### config.mk
export PLATFORM = sky130hd
export DESIGN_NAME = ro_entropy_sampler
export DESIGN_NICKNAME = d
export VERILOG_FILES = /design/src/rtl/ro_pkg.sv /design/src/rtl/ro_vn_debias.sv /design/src/rtl/ro_entropy_sampler.sv
export SDC_FILE = /design/constraint.sdc
export NUM_CORES = 1
export LEC_CHECK = 0
export BUFFER_PORTS_ARGS = -buffer_cell sky130_fd_sc_hd__buf_2
export CORE_ASPECT_RATIO = 2
export CORE_MARGIN = 2
export CORE_UTILIZATION = 40
export CTS_BUF_LIST = sky130_fd_sc_hd__clkbuf_4
export DETAILED_ROUTE_END_ITERATION = 16
export PLACE_DENSITY = 0.55
export SYNTH_ARGS = -nofsm -noshare
export SYNTH_HDL_FRONTEND = slang
export SYNTH_SLANG_ARGS = --single-unit
### constraint.sdc
create_clock -name clk -period 3.25 [get_ports clk]
set_clock_uncertainty 0.15 [all_clocks]
set_input_delay 0.4875 -clock clk [delete_from_list [all_inputs] [get_ports clk]]
set_output_delay 0.4875 -clock clk [all_outputs]
set_load 0.01 [all_outputs]
### src/rtl/ro_pkg.sv
// Shared constants and helpers for the ring-oscillator entropy sampler.
package ro_pkg;

  localparam int RO_DEFAULT_DIV         = 16;
  localparam int RO_DEFAULT_OUT_WIDTH   = 8;
  localparam int RO_DEFAULT_STUCK_LIMIT = 32;

  // Smallest n with (1 << n) >= value; elaboration-time use only.
  function automatic int ro_clog2(input int value);
    int n;
    n = 0;
    while ((1 << n) < value) n++;
    return n;
  endfunction

endpackage

### src/rtl/ro_vn_debias.sv
// Von Neumann debiaser: pairs raw bits (a, b) and emits a when a != b.
// Pairs never overlap; clear drops a pending half-pair.
module ro_vn_debias
  import ro_pkg::*;
(
  input  logic clk,
  input  logic rst,
  input  logic clear,
  input  logic in_bit,
  input  logic in_stb,
  output logic out_bit,
  output logic out_stb
);

  logic half_vld;
  logic half_bit;

  always_ff @(posedge clk) begin
    if (rst || clear) begin
      half_vld <= 1'b0;
      half_bit <= 1'b0;
    end else if (in_stb) begin
      half_vld <= !half_vld;
      if (!half_vld) half_bit <= in_bit;
    end
  end

  assign out_stb = in_stb && half_vld && (half_bit != in_bit);
  assign out_bit = half_bit;

endmodule

### src/rtl/ro_entropy_sampler.sv
// Ring-oscillator sampler: sync, divide, health-check, optional Von Neumann
// debias (define RO_SAMPLER_VN_EN), pack into words, valid/ready output.
module ro_entropy_sampler
  import ro_pkg::*;
#(
  parameter int DIV         = RO_DEFAULT_DIV,
  parameter int OUT_WIDTH   = RO_DEFAULT_OUT_WIDTH,
  parameter int STUCK_LIMIT = RO_DEFAULT_STUCK_LIMIT
) (
  input  logic                 clk,
  input  logic                 rst,
  input  logic                 ro_in,
  input  logic                 enable,
  output logic [OUT_WIDTH-1:0] data,
  output logic                 valid,
  input  logic                 ready,
  output logic                 overflow,
  output logic                 stuck
);

  localparam int CNT_W = ro_clog2(DIV);
  localparam int RUN_W = ro_clog2(STUCK_LIMIT + 1);
  localparam int BC_W  = ro_clog2(OUT_WIDTH + 1);

  logic                 sync_p0;
  logic                 sync_p1;
  logic [CNT_W-1:0]     div_cnt;
  logic                 stb_p1;
  logic                 raw_p1;
  logic                 raw_prev;
  logic [RUN_W-1:0]     run_cnt;
  logic                 emit_bit;
  logic                 emit_stb;
  logic [OUT_WIDTH-1:0] shreg;
  logic [OUT_WIDTH-1:0] word_nxt;
  logic [BC_W-1:0]      bit_cnt;
  logic                 word_done;
  logic                 word_load;
  logic                 word_drop;

  function automatic logic [RUN_W-1:0] run_sat_inc(input logic [RUN_W-1:0] v);
    return (v == RUN_W'(STUCK_LIMIT)) ? v : v + RUN_W'(1);
  endfunction

  // Stage p0/p1: two-flop synchroniser; sync_p1 is the sample source
  always_ff @(posedge clk) begin
    if (rst) begin
      sync_p0 <= 1'b0;
      sync_p1 <= 1'b0;
    end else begin
      sync_p0 <= ro_in;
      sync_p1 <= sync_p0;
    end
  end

  always_ff @(posedge clk) begin
    if (rst || !enable) div_cnt <= '0;
    else if (div_cnt == CNT_W'(DIV - 1)) div_cnt <= '0;
    else div_cnt <= div_cnt + CNT_W'(1);
  end

  assign stb_p1 = enable && (div_cnt == CNT_W'(DIV - 1));
  assign raw_p1 = sync_p1;

  // Health check: run length of identical raw samples, saturating
  always_ff @(posedge clk) begin
    if (rst) begin
      run_cnt  <= '0;
      raw_prev <= 1'b0;
    end else if (!enable) begin
      run_cnt <= '0;
    end else if (stb_p1) begin
      raw_prev <= raw_p1;
      run_cnt  <= (raw_p1 != raw_prev) ? RUN_W'(1) : run_sat_inc(run_cnt);
    end
  end

  assign stuck = (run_cnt == RUN_W'(STUCK_LIMIT));

`ifdef RO_SAMPLER_VN_EN
  logic vn_clear;
  assign vn_clear = !enable;

  ro_vn_debias u_vn_debias (
    .clk     (clk),
    .rst     (rst),
    .clear   (vn_clear),
    .in_bit  (raw_p1),
    .in_stb  (stb_p1),
    .out_bit (emit_bit),
    .out_stb (emit_stb)
  );
`else
  assign emit_bit = raw_p1;
  assign emit_stb = stb_p1;
`endif

  // Packer: oldest bit ends up at the MSB
  assign word_nxt  = (shreg << 1) | OUT_WIDTH'(emit_bit);
  assign word_done = emit_stb && (bit_cnt == BC_W'(OUT_WIDTH - 1));

  always_ff @(posedge clk) begin
    if (rst || !enable) begin
      shreg   <= '0;
      bit_cnt <= '0;
    end else if (emit_stb) begin
      shreg   <= word_nxt;
      bit_cnt <= word_done ? '0 : bit_cnt + BC_W'(1);
    end
  end

  // Output register: words completed while stuck are discarded silently
  assign word_load = word_done && !stuck && (!valid || ready);
  assign word_drop = word_done && !stuck && valid && !ready;

  always_ff @(posedge clk) begin
    if (rst) begin
      data     <= '0;
      valid    <= 1'b0;
      overflow <= 1'b0;
    end else begin
      if (word_load) begin
        data  <= word_nxt;
        valid <= 1'b1;
      end else if (valid && ready) begin
        valid <= 1'b0;
      end
      if (word_drop) overflow <= 1'b1;
    end
  end

endmodule

# Yosys cells after proc, flatten, opt, wreduce, memory -nomap -nowiden
# Cells that the tools add are included.
[classes]
add_sub_neg = 3
n_eq_ne = 5
mux = 5
bitwise = 2
n_reduce_logical = 18
[ops]
columns = ["cell", "count"]
rows = [
  ["6-bit 2-to-1 mux", 2],
  ["4-bit by 1-bit adder with 4-bit output, second input constant", 2],
  ["8-bit by 1-bit bitwise OR with 8-bit output", 1],
  ["1-bit logical AND", 7],
  ["6-bit by 1-bit adder with 6-bit output, second input constant", 1],
  ["6-bit equality test, second input constant", 1],
  ["4-bit by 3-bit equality test with 1-bit output, second input constant", 1],
  ["4-bit equality test, second input constant", 1],
  ["1-bit zero test", 4],
  ["4-bit 2-to-1 mux", 1],
  ["2-bit AND reduction", 2],
  ["2-bit OR reduction", 2],
  ["1-bit logical OR", 2],
  ["1-bit 2-to-1 mux", 2],
  ["2-bit by 1-bit inequality test with 1-bit output, second input constant", 1],
  ["2-bit nonzero test", 1],
  ["1-bit inequality test", 1],
  ["1-bit inverter", 1],
]
[totals]
register_bits = 34
input_bits = 5
elab_cells = 43

# Longest topological paths before layout
# Gate-level depths: netlist of run 1.
[logic_depth]
depth_word = 6
depth_mapped = 5

# Worst setup path before layout of run 1
# No wires, ideal clock.
[synth_timing]
path_kind = "register to output"
start = "register run_cnt[0]"
end = "output port stuck"
t_arrival_ns = 1.319
t_required_ns = 2.612
setup_slack_ns = 1.294
stages_incl_launch_ff = 5
n_path_buf = 0
path_cell_list = "dfxtp_1 > inv_1 > ha_1 > or4b_2 > nor2_1"
[synth_via]
elab_chain_cells = 1
[synth_rtl]
columns = ["element", "line_no", "source"]
rows = [
  ["start: declaration", "ro_entropy_sampler.sv:31", "logic [RUN_W-1:0] run_cnt;"],
  ["start signal: assignment", "ro_entropy_sampler.sv:74", "run_cnt <= (raw_p1 != raw_prev) ? RUN_W'(1) : run_sat_inc(run_cnt);"],
  ["6-bit equality test", "ro_entropy_sampler.sv:78", "assign stuck = (run_cnt == RUN_W'(STUCK_LIMIT));"],
  ["end: declaration", "ro_entropy_sampler.sv:18", "output logic stuck"],
]
# Every way passes these cells.

# Worst setup path in the final report of run 1
# Same ends and word-level chain as after synthesis.

==> results of run 1 <==
worst max-delay path, stage by stage (launching register included):
cell,delay [ns]
dfxtp_1,0.38
inv_1,0.08
ha_1,0.15
or4b_2,0.64
nor2_1,0.11
buf_2,0.13
stage by stage:
stage                     cell area, um2  utilization (%)  hold WS [ns]  total power [uW]
after global placement              1623            44.51        0.2717             448.3
after detailed placement            1623            44.51        0.2840             448.6
after floorplan                     1516                -        0.2638             442.6
after global routing                1705            46.77        0.2133             788.0
after CTS                           1705            46.77        0.2012             768.8
final                               1705            46.77        0.2190             756.8
power groups by stage:
stage	clock, uW	combinational, uW	sequential [uW]
after floorplan	0	13.1	429
after global placement	0	18.4	430
after detailed placement	0	18.7	430
after CTS	330	18.7	420
after global routing	347	20.3	421
final	318	18.3	420
cell usage in the layout (no fill, tap or decap), drive strengths merged, types with 3 or more instances in the layout:
cell type / count
o21ai: 4
ha: 4
nor2b: 4
or4: 3
clkbuf: 6
dfxtp: 34
mux2i: 10
nand2: 21
nand3: 5
inv: 8
or3: 3
buf: 15
a21oi: 16
nor2: 4
nand2b: 17
state kept, by name, summed over array words and instances (netlist names):
signal	count
bit_cnt	4
run_cnt	6
shreg	7
valid	1
div_cnt	4
emit_bit	1
overflow	1
sync_p0	1
data	8
raw_prev	1
worst min path at each step:
stage | start | to | slack, ns | cells past startpoint
after global placement | sync_p0 | emit_bit | 0.27 | 1
after global routing | ro_in | sync_p0 | 0.21 | 2
after CTS | ro_in | sync_p0 | 0.20 | 2
after floorplan | sync_p0 | emit_bit | 0.26 | 1
final | ro_in | sync_p0 | 0.22 | 2
after detailed placement | sync_p0 | emit_bit | 0.28 | 1
kinds of logic (layout without fill, tap and decap cells):
logic type	count (synthesis)	in the layout	synth area share, %
DFF	34	34	44.88
AOI/OAI and AO/OA	32	32	14.36
and+or+nand+nor	66	66	25.16
adders and majority gates	4	4	3.300
buffers and inverters	16	31	3.961
muxes	10	10	6.601
xor gates and xnor gates	3	3	1.733
final cells by class:
class | instances | area [um2] | share of cell area, %
multi-input combinational | 115 | 775.7 | 45.49
sequential | 34 | 680.7 | 39.91
timing repair buffer | 15 | 75.07 | 4.402
tap | 49 | 61.31 | 3.595
clock buffer | 6 | 45.04 | 2.641
clock inverter | 2 | 37.54 | 2.201
inverter | 8 | 30.03 | 1.761
metal layers:
metal	wire, um	share of wire [%]	global-route usage (%)	vias up
li1	-	-	-	600
met1	1262	42	16.19	527
met2	1613	54	27.03	22
met3	98	3.3	5.368	4
met4	36	1.2	6.081	0
met5	0	0	0	-
==> out/qor.json, run 1 <==
{
  "clocking": {
    "cts_num_sinks": 34,
    "cts_resized": 0,
    "cts_hold_buf": 0,
    "cts_root_buffer": "clkbuf_4",
    "cts_made_buffers": 5,
    "deepest_clock_path_buffer_count": 2,
    "cts_tree": "yes",
    "cts.htree.levels": 2,
    "number_of_setup_buffers_added_after_cts": 0,
    "cts.clk_slew.worst_paths_ns": 0.12,
    "clock_latency_ns": 0.34
  },
  "pwr": {
    "pwr_density_cell_nw_per_um2": 443.8,
    "combPwrFrac_pct": 2.4,
    "clock_power_share_pct": 42.0,
    "intPower_uw": 597.0,
    "leakagePower_uw": 0.0005973,
    "ir_drop_worst_case_vdd_mv": 0.3589,
    "p_seq_share_pct": 55.5,
    "switching_share_pct": 21.11,
    "net-switching-power_uw": 159.8
  },
  "critical_path": {
    "regToRegStartpoint": "div_cnt[0]",
    "r2r_cells": 4,
    "timing.critical_path.to_type": "output pin",
    "r2r_end": "data[0]",
    "worstPathArrival_ns": 1.84,
    "endpoint": "stuck",
    "crit_required_ns": 2.61,
    "worst_setup_startpoint": "run_cnt[0]",
    "timing.critical_path.from_type": "flop",
    "worst-setup-path-type": "flop to output pin",
    "timing.reg2reg.setup_slack_ns": 1.02,
    "cp_max_fo": 6
  },
  "detailed_routing": {
    "dr.first_iter.drc_count": 8,
    "drt-vias-per-instance": 5.035,
    "routed-via-count": 1153,
    "drt.antenna.violating_nets": 0,
    "drt-wirelength-per-cell_um": 13.15,
    "dr.pass1.iters": 4,
    "post-route-drc-count": 0,
    "drt-total-wl_um": 3011
  },
  "synth": {
    "syn_nets": 174,
    "post_synth_inst_count": 165,
    "synth_area_per_cell_um2": 9.191,
    "synth_area_leaders": "dfxtp_1, nand2b_1, mux2i_1",
    "syn-cell-area_um2": 1516,
    "synth.ff_latch_count": 34,
    "yosysMostFrequentCell": "dfxtp_1",
    "yosys_most_used_dff": "dfxtp_1",
    "synth_sequential_area_ratio_pct": 44.88,
    "synth.largest_area_cell": "dfxtp_1",
    "yosysWarningCount": 0,
    "synth_top_area_share_pct": 44.88,
    "synth_edf_count": 0,
    "synthArstFlopShare_pct": 0,
    "synth.lib_cells_used.distinct": 33,
    "synth.top_cells.by_count": "dfxtp_1, nand2_1, nand2b_1"
  },
  "floorplanning": {
    "core_area_um2": 3646,
    "overall_die_area_um2": 4330,
    "placementRows": 31,
    "floorplan.initialDensity_pct": 41.59,
    "die-width_um": 47.54,
    "io_pins": 16,
    "fp.dieH_um": 91.08
  },
  "timing": {
    "worst_slew_margin_rel_pct": 48.70,
    "postLayoutSetupSlackWorst_ns": 0.7710,
    "max_freq_mhz": 403.4,
    "grt_setup_unrepaired": "false",
    "tns_ns": 0,
    "finalSetupViolations": 0,
    "drv_slew": 0,
    "hold_viol": 0,
    "period_minus_slack_ns": 2.479,
    "worstMarginPinSlew_ns": 0.7695,
    "timing.final.crit_share_pct": 76.28
  },
  "final_layout": {
    "fin_cells": 229,
    "num-fill-cells": 384,
    "diodes": 0,
    "drive_above_1_share_pct": 15.56,
    "synthToLayoutAreaGrowth_pct": 12.46,
    "fin_nets": 188
  },
  "placed_design": {
    "gp_congestion": 0.7617,
    "placedCellCount": 221,
    "placement.setup.worst_slack_ns": 1.033,
    "post-dp-hpwl_um": 2214,
    "port_bufs": 15
  },
  "global_routing": {
    "grt_use_total_pct": 15.69,
    "grt.overflow.total": 0,
    "first_global_vias": 1064,
    "antenna_violations_before_repair": 0,
    "grt_first_pass_wirelength_um": 4885,
    "maximum_number_of_pins_on_one_net_before_global_route_repair": 24
  },
  "worst_hold_path": {
    "hold_path_class": "primary input to flop"
  },
  "job": {
    "drv.max_cap_violation_count": 0
  },
  "status": {
    "outcome": "completed"
  }
}
(Power assumes the default switching activity.)
==> inputs of run 2 (changes only) <==
Settings changed: PLACE_DENSITY 0.55 to 0.57.
Clock period 3.25 ns to 2.2 ns, I/O delays scaled along.
==> out/qor.json, run 2 (synthesis results as in run 1) <==
{
  "status": {
    "outcome": {"value": "completed", "change": "unchanged"}
  },
  "global_routing": {
    "grt_use_total": {"value": 16.38, "unit": "%", "change": "was 15.69%"},
    "grt_first_pass_wirelength": {"value": 5175, "unit": "um", "change": "was 4885 um"},
    "maximum_number_of_pins_on_one_net_before_global_route_repair": {"value": 24, "change": "unchanged"},
    "first_global_vias": {"value": 1171, "change": "was 1,064"},
    "grt.overflow.total": {"value": 0, "change": "unchanged"},
    "antenna_violations_before_repair": {"value": 0, "change": "unchanged"},
    "grt.met3_usage": {"value": 4.175, "unit": "%", "change": "was 5.368%"},
    "groute.layer.met1.usage": {"value": 17.91, "unit": "%", "change": "was 16.19%"},
    "global_route.usage.met2": {"value": 27.93, "unit": "%", "change": "was 27.03%"},
    "grt-busiest-layer": {"value": "met2", "change": "unchanged"}
  },
  "pwr": {
    "leakagePower": {"value": 0.0006020, "unit": "uW", "change": "was 0.0005973 uW"},
    "p_seq_share": {"value": 65.0, "unit": "%", "change": "was 55.5%"},
    "switching_share": {"value": 22.53, "unit": "%", "change": "was 21.11%"},
    "clock_power_share": {"value": 32.0, "unit": "%", "change": "was 42.0%"},
    "intPower": {"value": 739.9, "unit": "uW", "change": "was 597.0 uW"},
    "pwr_density_cell": {"value": 561.7, "unit": "nW/um2", "change": "was 443.8 nW/um2"},
    "combPwrFrac": {"value": 3.0, "unit": "%", "change": "was 2.4%"},
    "net-switching-power": {"value": 215.2, "unit": "uW", "change": "was 159.8 uW"},
    "ir_drop_worst_case_vdd": {"value": 0.3880, "unit": "mV", "change": "was 0.3589 mV"}
  },
  "final_layout": {
    "post-route-cell-area": {"value": 1700, "unit": "um2", "change": "was 1705 um2"},
    "top_regs": {"value": "data: 8 flops, shreg: 7 flops, run_cnt: 6 flops", "change": "unchanged"},
    "drive_above_1_share": {"value": 17.03, "unit": "%", "change": "was 15.56%"},
    "diodes": {"value": 0, "change": "unchanged"},
    "layout.cells.most_common_list": {"value": "dfxtp_1, nand2_1, nand2b_1", "change": "unchanged"},
    "largest_register_ff_count": {"value": 8, "change": "unchanged"},
    "fin_nets": {"value": 192, "change": "was 188"},
    "mostFrequentLayoutCell": {"value": "dfxtp_1", "change": "unchanged"},
    "regMostFlops": {"value": "data", "change": "unchanged"},
    "synthToLayoutAreaGrowth": {"value": 12.13, "unit": "%", "change": "was 12.46%"}
  },
  "timing": {
    "worstMarginPinSlew": {"value": 0.5994, "unit": "ns", "change": "was 0.7695 ns"},
    "timing.final.crit_share_pct": 93.84,
    "hold_viol": {"value": 0, "change": "unchanged"},
    "worst_slew_margin_rel": {"value": 59.93, "unit": "%", "change": "was 48.70%"},
    "fin_hold_ws": {"value": 0.05609, "unit": "ns", "change": "was 0.2190 ns"},
    "finalSetupViolations": {"value": 0, "change": "unchanged"},
    "period_minus_slack_ns": 2.064,
    "tns": {"value": 0, "unit": "ns", "change": "unchanged"},
    "drv_slew": {"value": 0, "change": "unchanged"},
    "max_freq_mhz": 484.4,
    "grt_setup_unrepaired": {"value": "false", "change": "unchanged"}
  },
  "clocking": {
    "cts_root_buffer": {"value": "clkbuf_4", "change": "unchanged"},
    "cts_num_sinks": {"value": 34, "change": "unchanged"},
    "deepest_clock_path_buffer_count": {"value": 2, "change": "unchanged"},
    "cts.htree.levels": {"value": 2, "change": "unchanged"},
    "cts.clk_slew.worst_paths": {"value": 0.10, "unit": "ns", "change": "was 0.12 ns"},
    "cts_made_buffers": {"value": 5, "change": "unchanged"},
    "cts_hold_buf": {"value": 0, "change": "unchanged"},
    "clock_latency": {"value": 0.33, "unit": "ns", "change": "was 0.34 ns"},
    "cts_tree": {"value": "yes", "change": "unchanged"}
  },
  "detailed_routing": {
    "dr.pass1.iters": {"value": 4, "change": "unchanged"},
    "drt-vias-per-instance": {"value": 5.182, "change": "was 5.035"},
    "drt.antenna.violating_nets": {"value": 0, "change": "unchanged"},
    "post-route-drc-count": {"value": 0, "change": "unchanged"},
    "dr.first_iter.drc_count": {"value": 26, "change": "was 8"},
    "drt-wirelength-per-cell": {"value": 13.33, "unit": "um", "change": "was 13.15 um"},
    "routed-via-count": {"value": 1197, "change": "was 1,153"},
    "drt-total-wl": {"value": 3079, "unit": "um", "change": "was 3011 um"}
  },
  "critical_path": {
    "critical_path_buf_inv_count": {"value": 2, "change": "unchanged"},
    "worst-setup-path-type": {"value": "flop to output pin", "change": "unchanged"},
    "path_delay_family": {"value": "simple AND/OR/NAND/NOR gates", "change": "unchanged"},
    "timing.reg2reg.setup_slack": {"value": 0.28, "unit": "ns", "change": "was 1.02 ns"},
    "cp_max_fo": {"value": 5, "change": "was 6"},
    "critPathMaxStageDelay": {"value": 0.47, "unit": "ns", "change": "was 0.64 ns"},
    "worstPathArrival": {"value": 1.58, "unit": "ns", "change": "was 1.84 ns"},
    "crit_chain": {"value": "inv_1, ha_1, or4b_4, nor2_1, buf_2", "change": "was inv_1, ha_1, or4b_2, nor2_1, buf_2"},
    "crit_required": {"value": 1.72, "unit": "ns", "change": "was 2.61 ns"},
    "cpMaxStageDelayCell": {"value": "or4b_4", "change": "was or4b_2"},
    "timing.critical_path.from_type": {"value": "flop", "change": "unchanged"},
    "timing.critical_path.to_type": {"value": "output pin", "change": "unchanged"}
  },
  "worst_hold_path": {
    "hold_path_class": {"value": "primary input to flop", "change": "unchanged"}
  },
  "placed_design": {
    "place_area": {"value": 1653, "unit": "um2", "change": "was 1623 um2"},
    "port_bufs": {"value": 15, "change": "unchanged"},
    "post-dp-hpwl": {"value": 2285, "unit": "um", "change": "was 2214 um"},
    "gp_congestion": {"value": 0.7882, "change": "was 0.7617"}
  },
  "floorplanning": {
    "floorplan.initialDensity": {"value": 41.59, "unit": "%", "change": "unchanged"},
    "core_area": {"value": 3646, "unit": "um2", "change": "unchanged"},
    "overall_die_area": {"value": 4330, "unit": "um2", "change": "unchanged"},
    "io_pins": {"value": 16, "change": "unchanged"},
    "die-width": {"value": 47.54, "unit": "um", "change": "unchanged"},
    "placementRows": {"value": 31, "change": "unchanged"},
    "fp.dieH": {"value": 91.08, "unit": "um", "change": "unchanged"}
  },
  "job": {
    "drv.max_cap_violation_count": {"value": 0, "change": "unchanged"}
  }
}
==> run 2: cell count changes in the layout (fill, tap and decap cells not counted) <==
cell and change:
buf_4 +4, dfxtp_1 -2, dfxtp_2 +2, bufinv_16 -1, clkbuf_4 -1, clkinv_1 +1, clkinvlp_4 -1, or4b_2 -1
or4b_4 +1
==> run 2: timing repair <==
action | 4_1_cts | 5_1_grt
gates resized for setup | 3 | 0
buffers inserted | 0 | 0
setup endpoints to repair | 1 | 0
==> run 2: final timing paths <==
path         startpoint    endpoint  cells after the start
max          run_cnt[1]       stuck                      5
min               ro_in     sync_p0                      2
max reg2reg  div_cnt[0]  bit_cnt[3]                      5
min reg2reg  div_cnt[0]  div_cnt[0]                      1
==> run 2: layer usage <==
layer / wire length (um) / part of all wire, %
met5: 0 / 0
met4: 68 / 2.2
met3: 94 / 3.1
met2: 1653 / 54
met1: 1262 / 41
==> run 2: worst register-to-register path: stages (launching register included) <==
cell and delay (ns):
dfxtp_1 0.36, ha_1 0.28, nand4_4 0.22, buf_4 0.23
or4_1 0.47, a21oi_1 0.14
==> run 2: cell type report <==
class / count / area [um2]
Clock buffer: 5 / 37.54
Timing Repair Buffer: 19 / 105.1
Clock inverter: 1 / 3.754
Tap cell: 49 / 61.31
Inverter: 8 / 30.03
Fill cell: 380 / 1946
Sequential cell: 34 / 683.2
Multi-Input combinational cell: 115 / 779.5
==> run 2: power by group through the flow <==
stage                     sequential, uW  combinational, uW  clock [uW]
after floorplan                      634               19.4           0
after global placement               635               29.0           0
after detailed placement             635               29.6           0
after CTS                            621               29.6         314
after global routing                 621               32.2         341
final                                621               28.8         306
==> run 2: metrics by stage <==
| step | cells | power (uW) | utilization (%) | worst slack (ns) |
|---|---|---|---|---|
| finish | 231 | 955.2 | 46.64 | 0.1355 |
| global route | 231 | 994.9 | 46.64 | 0.03315 |
| floorplan | 165 | 653.8 | - | 0.2885 |
| detailed placement | 225 | 664.8 | 45.33 | 0.2691 |
| global placement | 225 | 664.0 | 45.33 | 0.3400 |
| CTS | 231 | 964.8 | 46.64 | 0.1247 |
